===== src/rtl/lock_entry_ctrl.sv =====
// lock_entry_ctrl: keypad-side controller for the combination lock.
//
// It collects up to four BCD digits from single-cycle key events and compares
// them with the stored password when the user confirms. A match drives
// `unlocked` for a timed window. Repeated misses raise `alarm` for a timed
// lockout. The segment digits and the wrong-attempt count feed the
// seven-segment display driver directly.
//
// Optional feature: define LOCK_PWD_CHANGE_EN to allow the password to be
// changed while the lock is open (key 12 enters SET). Without the macro,
// key 12 is ignored and the password is the constant PASSWORD.
//
// Ports:
//   clk          system clock
//   rst_n        asynchronous active-low reset
//   key_valid    one-cycle strobe qualifying key_code
//   key_code     0-9 digit, 10 clear, 11 confirm, 12 set-password, 13-15 ignored
//   seg_1..seg_4 entered digits in BCD, 4'hF = blank (seg_1 = first digit)
//   count_wrong  wrong attempts since last success / lockout end (0..9)
//   unlocked     high while the lock is open
//   alarm        high during lockout
//
// state      | meaning
// -----------+-----------------------------------------------------------
// ST_ENTRY   | collecting digits; clear and confirm accepted
// ST_CHECK   | single cycle: compare the entry with the password
// ST_OPEN    | unlocked, unlock timer counting down
// ST_LOCKOUT | alarm raised, lockout timer counting down, keys ignored
// ST_SET     | (feature) unlocked, timer frozen, collecting a new password

module lock_entry_ctrl #(
    parameter logic [15:0] PASSWORD       = 16'h1234,
    parameter int          MAX_WRONG      = 3,
    parameter int          UNLOCK_CYCLES  = 250_000_000,
    parameter int          LOCKOUT_CYCLES = 500_000_000
) (
    input  logic       clk,
    input  logic       rst_n,
    input  logic       key_valid,
    input  logic [3:0] key_code,
    output logic [3:0] seg_1,
    output logic [3:0] seg_2,
    output logic [3:0] seg_3,
    output logic [3:0] seg_4,
    output logic [3:0] count_wrong,
    output logic       unlocked,
    output logic       alarm
);

    localparam int MAX_CYCLES = (UNLOCK_CYCLES > LOCKOUT_CYCLES) ? UNLOCK_CYCLES : LOCKOUT_CYCLES;
    localparam int TW         = (MAX_CYCLES > 1) ? $clog2(MAX_CYCLES) : 1;

    localparam logic [TW-1:0] UNLOCK_LOAD  = TW'(UNLOCK_CYCLES - 1);
    localparam logic [TW-1:0] LOCKOUT_LOAD = TW'(LOCKOUT_CYCLES - 1);
    localparam logic [15:0]   ALL_BLANK    = 16'hFFFF;
    localparam logic [3:0]    WRONG_LIMIT  = 4'(MAX_WRONG);

`ifdef LOCK_PWD_CHANGE_EN
    typedef enum logic [2:0] {ST_ENTRY, ST_CHECK, ST_OPEN, ST_LOCKOUT, ST_SET} state_t;
`else
    typedef enum logic [1:0] {ST_ENTRY, ST_CHECK, ST_OPEN, ST_LOCKOUT} state_t;
`endif

    state_t          state_q, state_d;
    logic [2:0]      ptr_q, ptr_d;
    logic [15:0]     digits_q, digits_d;
    logic [3:0]      cnt_q, cnt_d;
    logic            unl_q, unl_d;
    logic            alm_q, alm_d;
    logic [TW-1:0]   timer_q, timer_d;
    logic [15:0]     pwd;

    logic            digit_key, clear_key, confirm_key, entry_full, timer_done;
    logic [3:0]      cnt_inc;

    assign digit_key   = key_valid && (key_code <= 4'd9);
    assign clear_key   = key_valid && (key_code == 4'd10);
    assign confirm_key = key_valid && (key_code == 4'd11);
    assign entry_full  = (ptr_q == 3'd4);
    assign timer_done  = (timer_q == '0);
    assign cnt_inc     = (cnt_q >= 4'd9) ? 4'd9 : cnt_q + 4'd1;

`ifdef LOCK_PWD_CHANGE_EN
    logic        set_key;
    logic [15:0] pwd_q, pwd_d;
    assign set_key = key_valid && (key_code == 4'd12);
    assign pwd     = pwd_q;
`else
    assign pwd     = PASSWORD;
`endif

    always_ff @(posedge clk or negedge rst_n) begin
        if (!rst_n) begin
            state_q  <= ST_ENTRY;
            ptr_q    <= 3'd0;
            digits_q <= ALL_BLANK;
            cnt_q    <= 4'd0;
            unl_q    <= 1'b0;
            alm_q    <= 1'b0;
            timer_q  <= '0;
`ifdef LOCK_PWD_CHANGE_EN
            pwd_q    <= PASSWORD;
`endif
        end else begin
            state_q  <= state_d;
            ptr_q    <= ptr_d;
            digits_q <= digits_d;
            cnt_q    <= cnt_d;
            unl_q    <= unl_d;
            alm_q    <= alm_d;
            timer_q  <= timer_d;
`ifdef LOCK_PWD_CHANGE_EN
            pwd_q    <= pwd_d;
`endif
        end
    end

    always_comb begin
        state_d  = state_q;
        ptr_d    = ptr_q;
        digits_d = digits_q;
        cnt_d    = cnt_q;
        unl_d    = unl_q;
        alm_d    = alm_q;
        timer_d  = timer_q;
`ifdef LOCK_PWD_CHANGE_EN
        pwd_d    = pwd_q;
`endif

        case (state_q)
`ifdef LOCK_PWD_CHANGE_EN
            ST_ENTRY, ST_SET: begin
`else
            ST_ENTRY: begin
`endif
                if (digit_key && !entry_full) begin
                    case (ptr_q)
                        3'd0:    digits_d[15:12] = key_code;
                        3'd1:    digits_d[11:8]  = key_code;
                        3'd2:    digits_d[7:4]   = key_code;
                        3'd3:    digits_d[3:0]   = key_code;
                        default: ;
                    endcase
                    ptr_d = ptr_q + 3'd1;
                end else if (clear_key) begin
                    digits_d = ALL_BLANK;
                    ptr_d    = 3'd0;
                end else if (confirm_key && entry_full) begin
`ifdef LOCK_PWD_CHANGE_EN
                    if (state_q == ST_SET) begin
                        pwd_d    = digits_q;
                        digits_d = ALL_BLANK;
                        ptr_d    = 3'd0;
                        unl_d    = 1'b0;
                        state_d  = ST_ENTRY;
                    end else begin
                        state_d  = ST_CHECK;
                    end
`else
                    state_d = ST_CHECK;
`endif
                end
            end

            ST_CHECK: begin
                digits_d = ALL_BLANK;
                ptr_d    = 3'd0;
                if (digits_q == pwd) begin
                    state_d = ST_OPEN;
                    unl_d   = 1'b1;
                    cnt_d   = 4'd0;
                    timer_d = UNLOCK_LOAD;
                end else begin
                    cnt_d = cnt_inc;
                    if (cnt_inc >= WRONG_LIMIT) begin
                        state_d = ST_LOCKOUT;
                        alm_d   = 1'b1;
                        timer_d = LOCKOUT_LOAD;
                    end else begin
                        state_d = ST_ENTRY;
                    end
                end
            end

            ST_OPEN: begin
                // Expiry wins over any key arriving on the same cycle.
                if (timer_done || confirm_key) begin
                    state_d = ST_ENTRY;
                    unl_d   = 1'b0;
`ifdef LOCK_PWD_CHANGE_EN
                end else if (set_key) begin
                    state_d  = ST_SET;
                    digits_d = ALL_BLANK;
                    ptr_d    = 3'd0;
`endif
                end else begin
                    timer_d = timer_q - TW'(1);
                end
            end

            ST_LOCKOUT: begin
                if (timer_done) begin
                    state_d = ST_ENTRY;
                    alm_d   = 1'b0;
                    cnt_d   = 4'd0;
                end else begin
                    timer_d = timer_q - TW'(1);
                end
            end

            default: state_d = ST_ENTRY;
        endcase
    end

    assign seg_1       = digits_q[15:12];
    assign seg_2       = digits_q[11:8];
    assign seg_3       = digits_q[7:4];
    assign seg_4       = digits_q[3:0];
    assign count_wrong = cnt_q;
    assign unlocked    = unl_q;
    assign alarm       = alm_q;

endmodule


===== config.mk =====
export PLATFORM = sky130hd
export DESIGN_NAME = lock_entry_ctrl
export DESIGN_NICKNAME = d
export VERILOG_FILES = /design/src/rtl/lock_entry_ctrl.sv
export SDC_FILE = /design/constraint.sdc
export NUM_CORES = 1
export LEC_CHECK = 0
export CAP_MARGIN = 20
export CORE_MARGIN = 4
export CORE_UTILIZATION = 50
export CTS_CLUSTER_DIAMETER = 100
export DETAILED_ROUTE_END_ITERATION = 6
export GPL_TIMING_DRIVEN = 0
export MAX_ROUTING_LAYER = met4
export PLACE_DENSITY = 0.74
export SLEW_MARGIN = 30
export SYNTH_ARGS = -nofsm -noshare
export SYNTH_HDL_FRONTEND = slang
export SYNTH_SLANG_ARGS = --single-unit

===== constraint.sdc =====
create_clock -name clk -period 2.8 [get_ports clk]
set_clock_uncertainty 0.15 [all_clocks]
set_input_delay 0.28 -clock clk [delete_from_list [all_inputs] [get_ports clk]]
set_output_delay 0.28 -clock clk [all_outputs]
set_load 0.01 [all_outputs]

### Yosys cells after proc, flatten, opt, wreduce, memory -nomap -nowiden

Cells that the tools add are included.
Widths: inputs -> output; s select.

| word-level totals | value |
|---|---|
| latch bits | 0 |
| memories | 0 |
| input bits | 7 |
| RAM bits | 0 |
| bits in read-only memories | 0 |
| register bits after elaboration | 56 |

| operators by class | value |
|---|---|
| multiplexer cells | 34 |
| reduce and logical (&&, ||, !) cells | 24 |
| add/subtract/negate cells | 3 |
| shift operators | 0 |
| $mul | 0 |
| bitwise gates (word level) | 0 |
| $lt $le $gt $ge | 3 |
| divide/modulo/power cells | 0 |
| eq/ne operators | 26 |

Operator list:

| kind | count |
|---|---|
| $mux 29 | 4 |
| $pmux 29 s3 | 1 |
| $mux 16 | 2 |
| $pmux 16 s2 | 1 |
| $logic_not 29->1 | 1 |
| $sub 29x1->29 const B | 1 |
| $mux 4 | 7 |
| $ne 2x2->1 const B | 10 |
| $eq 16x13->1 const B | 1 |
| $reduce_and 3->1 | 5 |
| $mux 2 | 7 |
| $ne 3x2->1 const B | 4 |
| $eq 4x4->1 const B | 2 |
| $pmux 2 s4 | 1 |
| $pmux 4 s2 | 1 |
| $reduce_and 4->1 | 2 |
| $eq 3x2->1 const B | 2 |
| $mux 3 | 2 |
| $ne 3x3->1 const B | 2 |
| $pmux 3 s2 | 1 |
| $reduce_bool 2->1 | 3 |
| $logic_and 1x1->1 | 5 |
| $mux 1 | 5 |
| $reduce_and 5->1 | 1 |
| other kinds (16) | 19 |

### Logic depth before layout (Yosys ltp)

Gate-level depths: netlist (run 1).

| depth | value |
|---|---|
| depth in word-level cells | 7 |
| gate-level depth with buffers | 11 |
| mapped depth without buffers | 9 |

### Least setup slack after synthesis (run 1)

Ideal clock, no wire load.

| timing | value |
|---|---|
| kind | reg2reg |
| start | register timer_q[25] |
| end | register timer_q[10] |
| stages on the path, launching flop included | 10 |
| clock period less this slack | 2.811 ns |
| slack | -0.011 ns |
| data required time | 2.524 ns |
| buffers on the path | 3 |
| data arrival time | 2.535 ns |
| cells stage by stage | dfrtp_1 > buf_6 > or4_4 > or4b_1 > o31a_1 > buf_6 > a2bb2oi_4 > buf_6 > o21ai_1 > a221o_1 |

| on the way | value |
|---|---|
| longest elaborated chain between the ends | 4 |
| elaborated cells on any way between the ends | 5 |
| classes of those cells | eq/ne: 2; reduce/logical: 3 |

RTL lines:

| what | RTL line | text |
|---|---|---|
| start, declared | 70 | `logic [TW-1:0] timer_q, timer_d;` |
| start signal, assigned | 111 | `timer_q <= timer_d;` |
| $logic_not 29->1 * | 80 | `assign timer_done = (timer_q == '0);` |
| $logic_or 1x1->1 | 187 | `if (timer_done \|\| confirm_key) begin` |
| $ne 2x2->1 (no source line) | - |  |
| $reduce_and 4->1 (no source line) * | - |  |

Mark *: on every way between the ends. The rest lies on a longest branch, timed or not.
A chain may end at the register's enable or synchronous reset.

### Worst setup path after layout (run 1)

| timing | value |
|---|---|
| start | register timer_q[26] |
| end | register timer_q[28] |

| on the way | value |
|---|---|
| longest elaborated chain between the ends | 4 |
| elaborated cells on any way between the ends | 9 |
| classes of those cells | add/sub: 1; eq/ne: 2; mux: 3; reduce/logical: 3 |

RTL lines:

| what |
|---|
| branches (longest 4 deep; another with $sub 29x1->29) |

Parallel ways; which one is timed is not known. The select of a mux whose other input is x is not followed.

==> flow_summary.json, run 1 <==
{
  "critPathSlowestCell": "or4_4",
  "rsz0062_at_grt": "true",
  "use_met1": 0.319,
  "ant_nets": 0,
  "critPathMaxStageDelay_ns": 0.55,
  "syn_avg_cell_area_sq_um": 9.70,
  "top_usage_layer": "met2",
  "status": "complete, but fails checks",
  "overflow": 0,
  "cts_tree": "built",
  "tightest_slew_ns": 0.688,
  "routabilityCongestion": 0.815,
  "vias_per_cell": 6.14,
  "synth_edf_count": 0,
  "power_density_mw_per_mm2": 776,
  "power_w": 0.00301,
  "design_area_sq_mm": 0.00389,
  "io_pins": 29,
  "synthDistinctLibCells": 56,
  "drive_gt1_frac": 0.275,
  "critPathMaxFanout": 7,
  "ff_latch_area_sq_mm": 0.00142,
  "yosys_warnings": 0,
  "grt_pass1_wl_mm": 13.0,
  "ff2ff_path_depth": 7,
  "max_freq_ghz": 0.348,
  "hold_class": "in2async",
  "peakVddDrop_v": 0.000424,
  "worstPathArrival_ns": 2.93,
  "fill_cells": 493,
  "start_util": 0.525,
  "portBuffers": 28,
  "drt-total-wl_mm": 7.89,
  "synthesis.nets": 343,
  "crit_end": "timer_q[28]$_DFFE_PN0P_",
  "r2r_slack_ns": -0.07,
  "post-dp-hpwl_mm": 5.39,
  "areaGrowthSynthToFinish_pct": 22.9,
  "post-route-min-period_ns": 2.87,
  "slew_violations": 0,
  "failed_checks": "setup timing",
  "synthCells": 326,
  "finalSetupViolCount": 8,
  "die_w_um": 87.5,
  "grt_start_max_net_pins": 43,
  "rr_startpoint": "timer_q[26]$_DFFE_PN0P_",
  "fin_ws_ns": -0.0704,
  "cts_root_buffer": "clkbuf_8",
  "grtUsageTotal": 0.224,
  "die_area_sq_mm": 0.00766,
  "cts_buffer_depth": 2,
  "end_kind": "flip-flop",
  "vias": 2737,
  "synth_seq_cells": 56,
  "wl_per_cell_um": 17.7,
  "p_leak_nw": 1.45,
  "cts_sinks": 56,
  "place_area_sq_mm": 0.00355,
  "hold_viol_final": 0,
  "multi_input_area_sq_mm": 0.00173,
  "cts-htree-levels": 2,
  "slew_headroom": 0.541,
  "grt_pass1_vias": 2601,
  "crit_start": "timer_q[26]$_DFFE_PN0P_",
  "critical_path_depth": 7,
  "cap_violations": 0,
  "met3_usage": 0.0322,
  "synth-async-reset-ratio": 1.00,
  "antennaDiodeCount": 0,
  "cts_buffers": 5,
  "clk_pin_slew_ns": 0.11,
  "critPathBufInv": 1,
  "cp_cell_sequence": "or4_4, or4b_4, o31a_1, a2bb2oi_4, buf_6, o21ai_2, a221o_1",
  "antenna_found_initial": 0,
  "timing.rr.end": "timer_q[28]$_DFFE_PN0P_",
  "synth-main-ff-cell": "dfrtp_1",
  "critical_path.startpoint_type": "flip-flop",
  "nets": 387,
  "worstPathRequired_ns": 2.85,
  "dieHeight_um": 87.5,
  "drt-initial-drc-count": 287,
  "syn_area_sq_mm": 0.00316,
  "yosysSeqAreaShare": 0.450,
  "drc": 0,
  "core_region_area_sq_mm": 0.00603,
  "core.rowCount": 28,
  "critical-path-top-delay-family": "simple AND/OR/NAND/NOR gates",
  "crit_type": "reg2reg",
  "period_share": 1.03,
  "gr-usage-met2": 0.334,
  "clk_latency_ns": 0.32,
  "drtPass1Iterations": 5
}
registers in the layout, indices dropped and copies added (netlist names):
register     cells
unlocked         1
timer_q         29
digits_q        16
state_q          2
alarm            1
count_wrong      4
ptr_q            3
cells in the mapped netlist, types with 2 or more instances:
master / n / share of area
dfrtp_1: 40 / 0.32
o21ai_0: 30 / 0.047
nor2_1: 27 / 0.032
nand2_1: 20 / 0.024
dfstp_2: 16 / 0.13
mux2_2: 16 / 0.057
a21oi_1: 15 / 0.024
nor3_1: 14 / 0.022
inv_1: 13 / 0.015
ha_1: 10 / 0.040
nor4_1: 10 / 0.020
or2_2: 10 / 0.020
or3_1: 10 / 0.020
nand4_1: 7 / 0.014
clkbuf_1: 6 / 0.0071
o21ai_1: 6 / 0.0095
a211oi_1: 5 / 0.012
a21boi_0: 4 / 0.0095
a21o_1: 4 / 0.0095
a221o_1: 4 / 0.013
a22o_1: 4 / 0.011
buf_6: 4 / 0.014
nand3_1: 4 / 0.0063
and2_1: 3 / 0.0059
buf_2: 3 / 0.0047
or4_1: 3 / 0.0071
mux2i_1: 2 / 0.0063
nand2b_1: 2 / 0.0040
nand3b_1: 2 / 0.0047
nor3b_1: 2 / 0.0047
o2bb2ai_1: 2 / 0.0055
o31ai_1: 2 / 0.0047
o41ai_1: 2 / 0.0055
or4b_2: 2 / 0.0063
per-stage QoR:
stage	std cells	setup TNS [ns]	utilization	hold WS [ns]	setup WS, ns
after global routing	446	-1.46	0.645	0.210	-0.129
after global placement	429	-27.52	0.587	0.315	-0.485
after floorplan	326	-0.0320	-	-0.166	-0.0110
after CTS	443	-3.14	0.623	0.200	-0.190
after detailed placement	430	-8.58	0.590	0.000925	-0.360
final	446	-0.353	0.645	0.181	-0.0704
layout by cell type, fill, tap and decap left out, types with 5 or more instances in the layout:
cell,n
dfrtp_1,38
clkdlybuf4s50_1,27
o21ai_0,21
nand2_1,19
nor2_1,17
mux2_2,16
dfstp_2,16
nor3_1,14
a21oi_1,14
inv_1,12
o21ai_1,11
or3_1,10
or2_2,10
nor2_2,10
ha_1,10
buf_4,8
nand4_1,7
nor4_1,7
clkbuf_1,5
clkbuf_8,5
final cells by class:
type,instances,share of cell area
Multi-Input combinational cell,243,0.446
Sequential cell,56,0.366
Timing Repair Buffer,39,0.0969
Buffer,12,0.0251
Clock buffer,6,0.0241
Tap cell,75,0.0241
Inverter,13,0.0126
Clock inverter,2,0.00451
routing by layer:
layer | vias to the layer above | wire [um]
met4 | 0 | 74
met2 | 70 | 3720
li1 | 1299 | -
met3 | 8 | 352
met1 | 1360 | 3750
met5 | - | 0
where the power goes:
| part | total, W | internal (W) | switching (W) |
|---|---|---|---|
| combinational | 0.00112 | 0.000575 | 0.000545 |
| clock | 0.000518 | 0.000234 | 0.000284 |
| sequential | 0.00138 | 0.00111 | 0.000272 |
| total | 0.00301 | 0.00191 | 0.00110 |
what timing repair did:
item | 4_1_cts | 5_1_grt
hold buffers | 1 | 0
hold endpoints to repair | 40 | 0
pin swaps | 7 | 14
gates resized for setup | 16 | 40
endpoints found under the setup margin | 34 | 31
setup buffers | 3 | 4
cloned | 2 | 0
worst min-delay path by stage:
stage / from / endpoint / slack, ns / cells after the start
after floorplan: rst_n / alarm$_DFFE_PN0P_ / -0.17 / 0
after global placement: timer_q[18]$_DFFE_PN0P_ / timer_q[18]$_DFFE_PN0P_ / 0.32 / 1
after detailed placement: rst_n / timer_q[15]$_DFFE_PN0P_ / 0.0009 / 1
after CTS: rst_n / timer_q[15]$_DFFE_PN0P_ / 0.20 / 2
after global routing: rst_n / timer_q[2]$_DFFE_PN0P_ / 0.21 / 2
final: rst_n / timer_q[15]$_DFFE_PN0P_ / 0.18 / 2
kinds of logic after synthesis:
kind of cell,Yosys count,synth area share
AOI/OAI and AO/OA,91,0.192
adders and majority gates,10,0.0396
buffers and inverters,27,0.0427
DFF,56,0.450
muxes,18,0.0633
and+or+nand+nor,124,0.213
Power figures use the tool's default switching activity.
==> inputs of run 2 (changes only) <==
--- a/config.mk
+++ b/config.mk
@@ -13,7 +13,7 @@
 export GPL_TIMING_DRIVEN = 0
 export MAX_ROUTING_LAYER = met4
 export PLACE_DENSITY = 0.74
-export SLEW_MARGIN = 30
+export SLEW_MARGIN = 20
 export SYNTH_ARGS = -nofsm -noshare
 export SYNTH_HDL_FRONTEND = slang
 export SYNTH_SLANG_ARGS = --single-unit
==> run 2 against run 1 <==
  * The run still ends with setup timing left
  * Non-clock buffer count shrank 2
  * Worst hold slack gained 0.16 ns
  * Total power rose by 3.3%
  * Clock-buffer cell count is 1 higher
  * Cell area fell by 1.5%
  * Register-to-register slack about the same
  * Maximum frequency down 0.48%
  * Sequential cell count stayed put
  * Critical path depth unchanged
  * Wire length fell by 2.3%
  * Cell count is 0.45% lower
  * Largest power group unchanged
==> flow_summary.json, run 2 (synthesis gave the netlist of run 1 again) <==
{
  "critPathMaxFanout": 7,
  "cap_violations": 0,
  "worstPathArrival_ns": 2.94,
  "overflow": 0,
  "antennaDiodeCount": 0,
  "dp_slack_ns": -0.364,
  "critical_path.startpoint_type": "flip-flop",
  "core.rowCount": 28,
  "portBuffers": 28,
  "layout_common_cells": "dfrtp_1 (38), o21ai_0 (27), clkdlybuf4s50_1 (27)",
  "post-dp-hpwl_mm": 5.25,
  "fin_ws_ns": -0.0843,
  "period_share": 1.03,
  "grt_pass1_vias": 2596,
  "crit_type": "reg2reg",
  "hold_viol_final": 0,
  "status": "complete, but fails checks",
  "grt_pass1_wl_mm": 13.0,
  "critPathMaxStageDelay_ns": 0.54,
  "worstPathRequired_ns": 2.86,
  "vias": 2674,
  "power_w": 0.00311,
  "routabilityCongestion": 0.815,
  "start_util": 0.525,
  "io_pins": 29,
  "cts_tree": "built",
  "core_region_area_sq_mm": 0.00603,
  "peakVddDrop_v": 0.000439,
  "largest_reg_flops": 29,
  "vias_per_cell": 6.02,
  "drc": 0,
  "place_area_sq_mm": 0.00353,
  "ff2ff_path_depth": 7,
  "cts_buffers": 5,
  "p_leak_nw": 1.45,
  "failed_checks": "setup timing",
  "max_freq_ghz": 0.347,
  "power_density_mw_per_mm2": 814,
  "tns_ns": -0.599,
  "areaGrowthSynthToFinish_pct": 21.0,
  "mostFrequentLayoutCell": "dfrtp_1",
  "ant_nets": 0,
  "hold-worst-slack_ns": 0.343,
  "ff_latch_area_sq_mm": 0.00142,
  "drive_gt1_frac": 0.230,
  "rsz0062_at_grt": "true",
  "drt-initial-drc-count": 284,
  "post-route-min-period_ns": 2.88,
  "clk_pin_slew_ns": 0.11,
  "finalSetupViolCount": 16,
  "tightest_slew_ns": 0.722,
  "cts-htree-levels": 2,
  "nets": 385,
  "multi_input_area_sq_mm": 0.00167,
  "slew_headroom": 0.519,
  "critPathSlowestCell": "or4b_4",
  "grtUsageTotal": 0.223,
  "wl_per_cell_um": 17.4,
  "min_path_cells": 1,
  "grt_start_max_net_pins": 57,
  "cts_sinks": 56,
  "cts_buffer_depth": 2,
  "end_kind": "flip-flop",
  "clk_latency_ns": 0.32,
  "drt-total-wl_mm": 7.71,
  "die_w_um": 87.5,
  "cts_root_buffer": "clkbuf_8",
  "cp_cell_sequence": "or4_4, or4b_4, o31a_1, a2bb2oi_4, buf_6, o21ai_2, a221o_1",
  "design_area_sq_mm": 0.00383,
  "drtPass1Iterations": 4,
  "antenna_found_initial": 0,
  "fill_cells": 496,
  "top_register": "timer_q",
  "hold_class": "reg2reg",
  "dieHeight_um": 87.5,
  "slew_violations": 0,
  "die_area_sq_mm": 0.00766
}
-- run 2: changes by cell type in the layout (fill, tap and decap cells not counted), moves of 3 or more --
cell,previous run,this run
o21ai_1,11,6
nor2_2,10,2
o21ai_0,21,27
buf_8,3,0
nor2_1,17,25
-- run 2: stage by stage --
stage | instances | utilization
4_1_cts | 442 | 0.627
3_5_place_dp | 429 | 0.586
3_3_place_gp | 429 | 0.587
5_1_grt | 444 | 0.635
6_report | 444 | 0.635
2_1_floorplan | 326 | -
-- run 2: path summary, 6_finish.rpt --
| path | to | start | slack (ns) |
|---|---|---|---|
| setup / recovery | timer_q[28]$_DFFE_PN0P_ | timer_q[25]$_DFFE_PN0P_ | -0.08 |
| hold / removal | timer_q[27]$_DFFE_PN0P_ | timer_q[27]$_DFFE_PN0P_ | 0.34 |
| setup reg to reg | timer_q[28]$_DFFE_PN0P_ | timer_q[25]$_DFFE_PN0P_ | -0.08 |
| hold reg to reg | timer_q[27]$_DFFE_PN0P_ | timer_q[27]$_DFFE_PN0P_ | 0.34 |
| max in group asynchronous | timer_q[24]$_DFFE_PN0P_ | rst_n | 1.59 |
| min in group asynchronous | alarm$_DFFE_PN0P_ | rst_n | 0.37 |
-- run 2: routing by layer --
layer	share of wire	wire length (um)	track usage	vias to the layer above
met5	0	0	-	-
met1	0.48	3670	0.315	1323
met2	0.47	3660	0.333	44
met4	0.0095	73	0.0572	0
li1	-	-	-	1300
met3	0.041	313	0.0407	7
-- run 2: worst max-delay path: cells and delay by family, from the launching register on --
family | cells | cell delay, ns
AOI/OAI and AO/OA | 4 | 0.94
DFF | 1 | 0.43
buffers and inverters | 1 | 0.17
and+or+nand+nor | 2 | 1.07
-- run 2: layout make-up --
class	instances	share of cell area
Multi-Input combinational cell	243	0.438
Sequential cell	56	0.372
Timing Repair Buffer	37	0.0919
Clock buffer	7	0.0311
Tap cell	75	0.0245
Buffer	12	0.0222
Inverter	13	0.0128
Clock inverter	1	0.00785
-- run 2: what timing repair did --
item                       CTS  global route
hold endpoints to repair    40             0
resized for setup           17            12
buffers inserted             4             3
hold buffers                 1             0
pin swaps                    7             9
cloned                       1             0
setup endpoints to repair   35            31
-- run 2: where the power goes --
part	switching [W]	internal, W
clock	0.000282	0.000376
combinational	0.000536	0.000562
sequential	0.000253	0.00111
total	0.00107	0.00204
==> inputs of run 3 (changes only) <==
--- a/config.mk
+++ b/config.mk
@@ -6,7 +6,8 @@
 export NUM_CORES = 1
 export LEC_CHECK = 0
 export CAP_MARGIN = 20
-export CORE_MARGIN = 4
+export CORE_ASPECT_RATIO = 0.6
+export CORE_MARGIN = 3
 export CORE_UTILIZATION = 50
 export CTS_CLUSTER_DIAMETER = 100
 export DETAILED_ROUTE_END_ITERATION = 6
==> run 3 against run 2 <==
  * The flow still finishes with violations (setup timing)
  * Total power shrank 4.8%
  * Non-clock buffer count grew 1
  * Clock-buffer cell count shrank 1
  * Largest power group unchanged
==> flow_summary.json, run 3 (synthesis gave the netlist of run 1 again) <==
{
  "hold_class": "reg2reg",
  "hold_viol_final": 0,
  "critical_path.startpoint_type": "flip-flop",
  "status": "complete, but fails checks",
  "wl_per_cell_um": 18.4,
  "drt-total-wl_mm": 8.29,
  "cts_sinks": 56,
  "layout_common_cells": "dfrtp_1 (39), o21ai_0 (27), clkdlybuf4s50_1 (27)",
  "worstPathArrival_ns": 3.02,
  "critical_path_depth": 8,
  "rsz0062_at_grt": "true",
  "drt-initial-drc-count": 237,
  "r2r_slack_ns": -0.17,
  "cts_root_buffer": "clkbuf_8",
  "finalSetupViolCount": 29,
  "cts_buffer_depth": 2,
  "grt_pass1_wl_mm": 13.0,
  "peakVddDrop_v": 0.000430,
  "routabilityCongestion": 0.890,
  "mostFrequentLayoutCell": "dfrtp_1",
  "critPathBufInv": 2,
  "failed_checks": "setup timing",
  "hold-worst-slack_ns": 0.339,
  "utilization": 0.648,
  "multi_input_area_sq_mm": 0.00166,
  "critPathMostFrequentCell": "buf_6",
  "ff_latch_area_sq_mm": 0.00142,
  "post-route-min-period_ns": 2.97,
  "dieHeight_um": 67.6,
  "start_util": 0.542,
  "clk_latency_ns": 0.33,
  "ff2ff_path_depth": 8,
  "rr_startpoint": "timer_q[26]$_DFFE_PN0P_",
  "power_density_mw_per_mm2": 785,
  "critPathSlowestCell": "or4_4",
  "timing.rr.end": "timer_q[16]$_DFFE_PN0P_",
  "min_path_cells": 1,
  "slew_violations": 0,
  "cts_tree": "built",
  "grt_start_max_net_pins": 57,
  "top_register": "timer_q",
  "post-dp-hpwl_mm": 5.73,
  "grtUsageTotal": 0.240,
  "grt_pass1_vias": 2463,
  "io_pins": 29,
  "worstPathRequired_ns": 2.85,
  "tightest_slew_ns": 0.718,
  "cts_buffers": 5,
  "portBuffers": 28,
  "critPathMaxStageDelay_ns": 0.54,
  "drc": 0,
  "fill_cells": 497,
  "cap_violations": 0,
  "core_region_area_sq_mm": 0.00583,
  "overflow": 0,
  "die_area_sq_mm": 0.00734,
  "clk_pin_slew_ns": 0.11,
  "critical-path-top-delay-family": "simple AND/OR/NAND/NOR gates",
  "antenna_found_initial": 0,
  "nets": 386,
  "drive_gt1_frac": 0.219,
  "drtPass1Iterations": 5,
  "cp_cell_sequence": "or4_4, or4b_4, o31a_1, buf_6, a2bb2oi_4, buf_6, o21ai_2, a221o_1",
  "areaGrowthSynthToFinish_pct": 19.5,
  "period_share": 1.06,
  "antennaDiodeCount": 0,
  "vias_per_cell": 6.27,
  "core.rowCount": 21,
  "end_kind": "flip-flop",
  "min_from": "timer_q[23]$_DFFE_PN0P_",
  "fin_ws_ns": -0.167,
  "slew_headroom": 0.522,
  "vias": 2822,
  "max_freq_ghz": 0.337,
  "ant_nets": 0,
  "p_leak_nw": 1.43,
  "largest_reg_flops": 29,
  "holdPathEnd": "timer_q[23]$_DFFE_PN0P_",
  "cts-htree-levels": 2,
  "critPathMaxFanout": 7,
  "die_w_um": 109,
  "crit_type": "reg2reg"
}
[run 3: timing repair]
item / CTS / global route
resized for setup: 15 / 7
hold buffers: 1 / 0
pin swaps: 7 / 5
buffers inserted: 6 / 0
gates cloned: 1 / 0
setup endpoints to repair: 37 / 31
hold endpoints to repair: 40 / 0
[run 3: through the flow]
step                area [sq um]  instances  power (W)  setup TNS (ns)  worst slack (ns)
floorplan                   3160        326    0.00197         -0.0320           -0.0110
global placement            3540        434    0.00234          -27.31            -0.477
detailed placement          3540        434    0.00239          -11.35            -0.472
CTS                         3750        450    0.00294           -3.35            -0.203
global route                3780        450    0.00314           -4.46            -0.233
finish                      3780        450    0.00297           -2.17            -0.167
[run 3: layer usage]
layer | track usage | vias up | routed length [um]
li1 | - | 1312 | -
met1 | 0.377 | 1383 | 4230
met2 | 0.294 | 115 | 3290
met3 | 0.0669 | 12 | 675
met4 | 0.0567 | 0 | 89
met5 | - | - | 0
[run 3: where the power goes]
part	total (W)	internal (W)	switching (W)
Clock	0.000490	0.000203	0.000288
Sequential	0.00137	0.00110	0.000267
Combinational	0.00110	0.000558	0.000545
Total	0.00297	0.00187	0.00110
[run 3: layout make-up]
type | count | share of cell area
multi-input combinational | 243 | 0.440
sequential | 56 | 0.377
timing repair buffer | 36 | 0.0911
buffer | 14 | 0.0278
tap | 80 | 0.0265
clock buffer | 6 | 0.0219
inverter | 13 | 0.0129
clock inverter | 2 | 0.00331
[run 3: worst max path at each step]
stage / from / endpoint / slack (ns)
2_1_floorplan: timer_q[25]$_DFFE_PN0P_ / timer_q[10]$_DFFE_PN0P_ / -0.01
3_3_place_gp: rst_n / timer_q[19]$_DFFE_PN0P_ / -0.48
3_5_place_dp: digits_q[9]$_DFFE_PN1P_ / timer_q[26]$_DFFE_PN0P_ / -0.47
4_1_cts: timer_q[26]$_DFFE_PN0P_ / timer_q[16]$_DFFE_PN0P_ / -0.20
5_1_grt: timer_q[26]$_DFFE_PN0P_ / timer_q[16]$_DFFE_PN0P_ / -0.23
6_report: timer_q[26]$_DFFE_PN0P_ / timer_q[16]$_DFFE_PN0P_ / -0.17
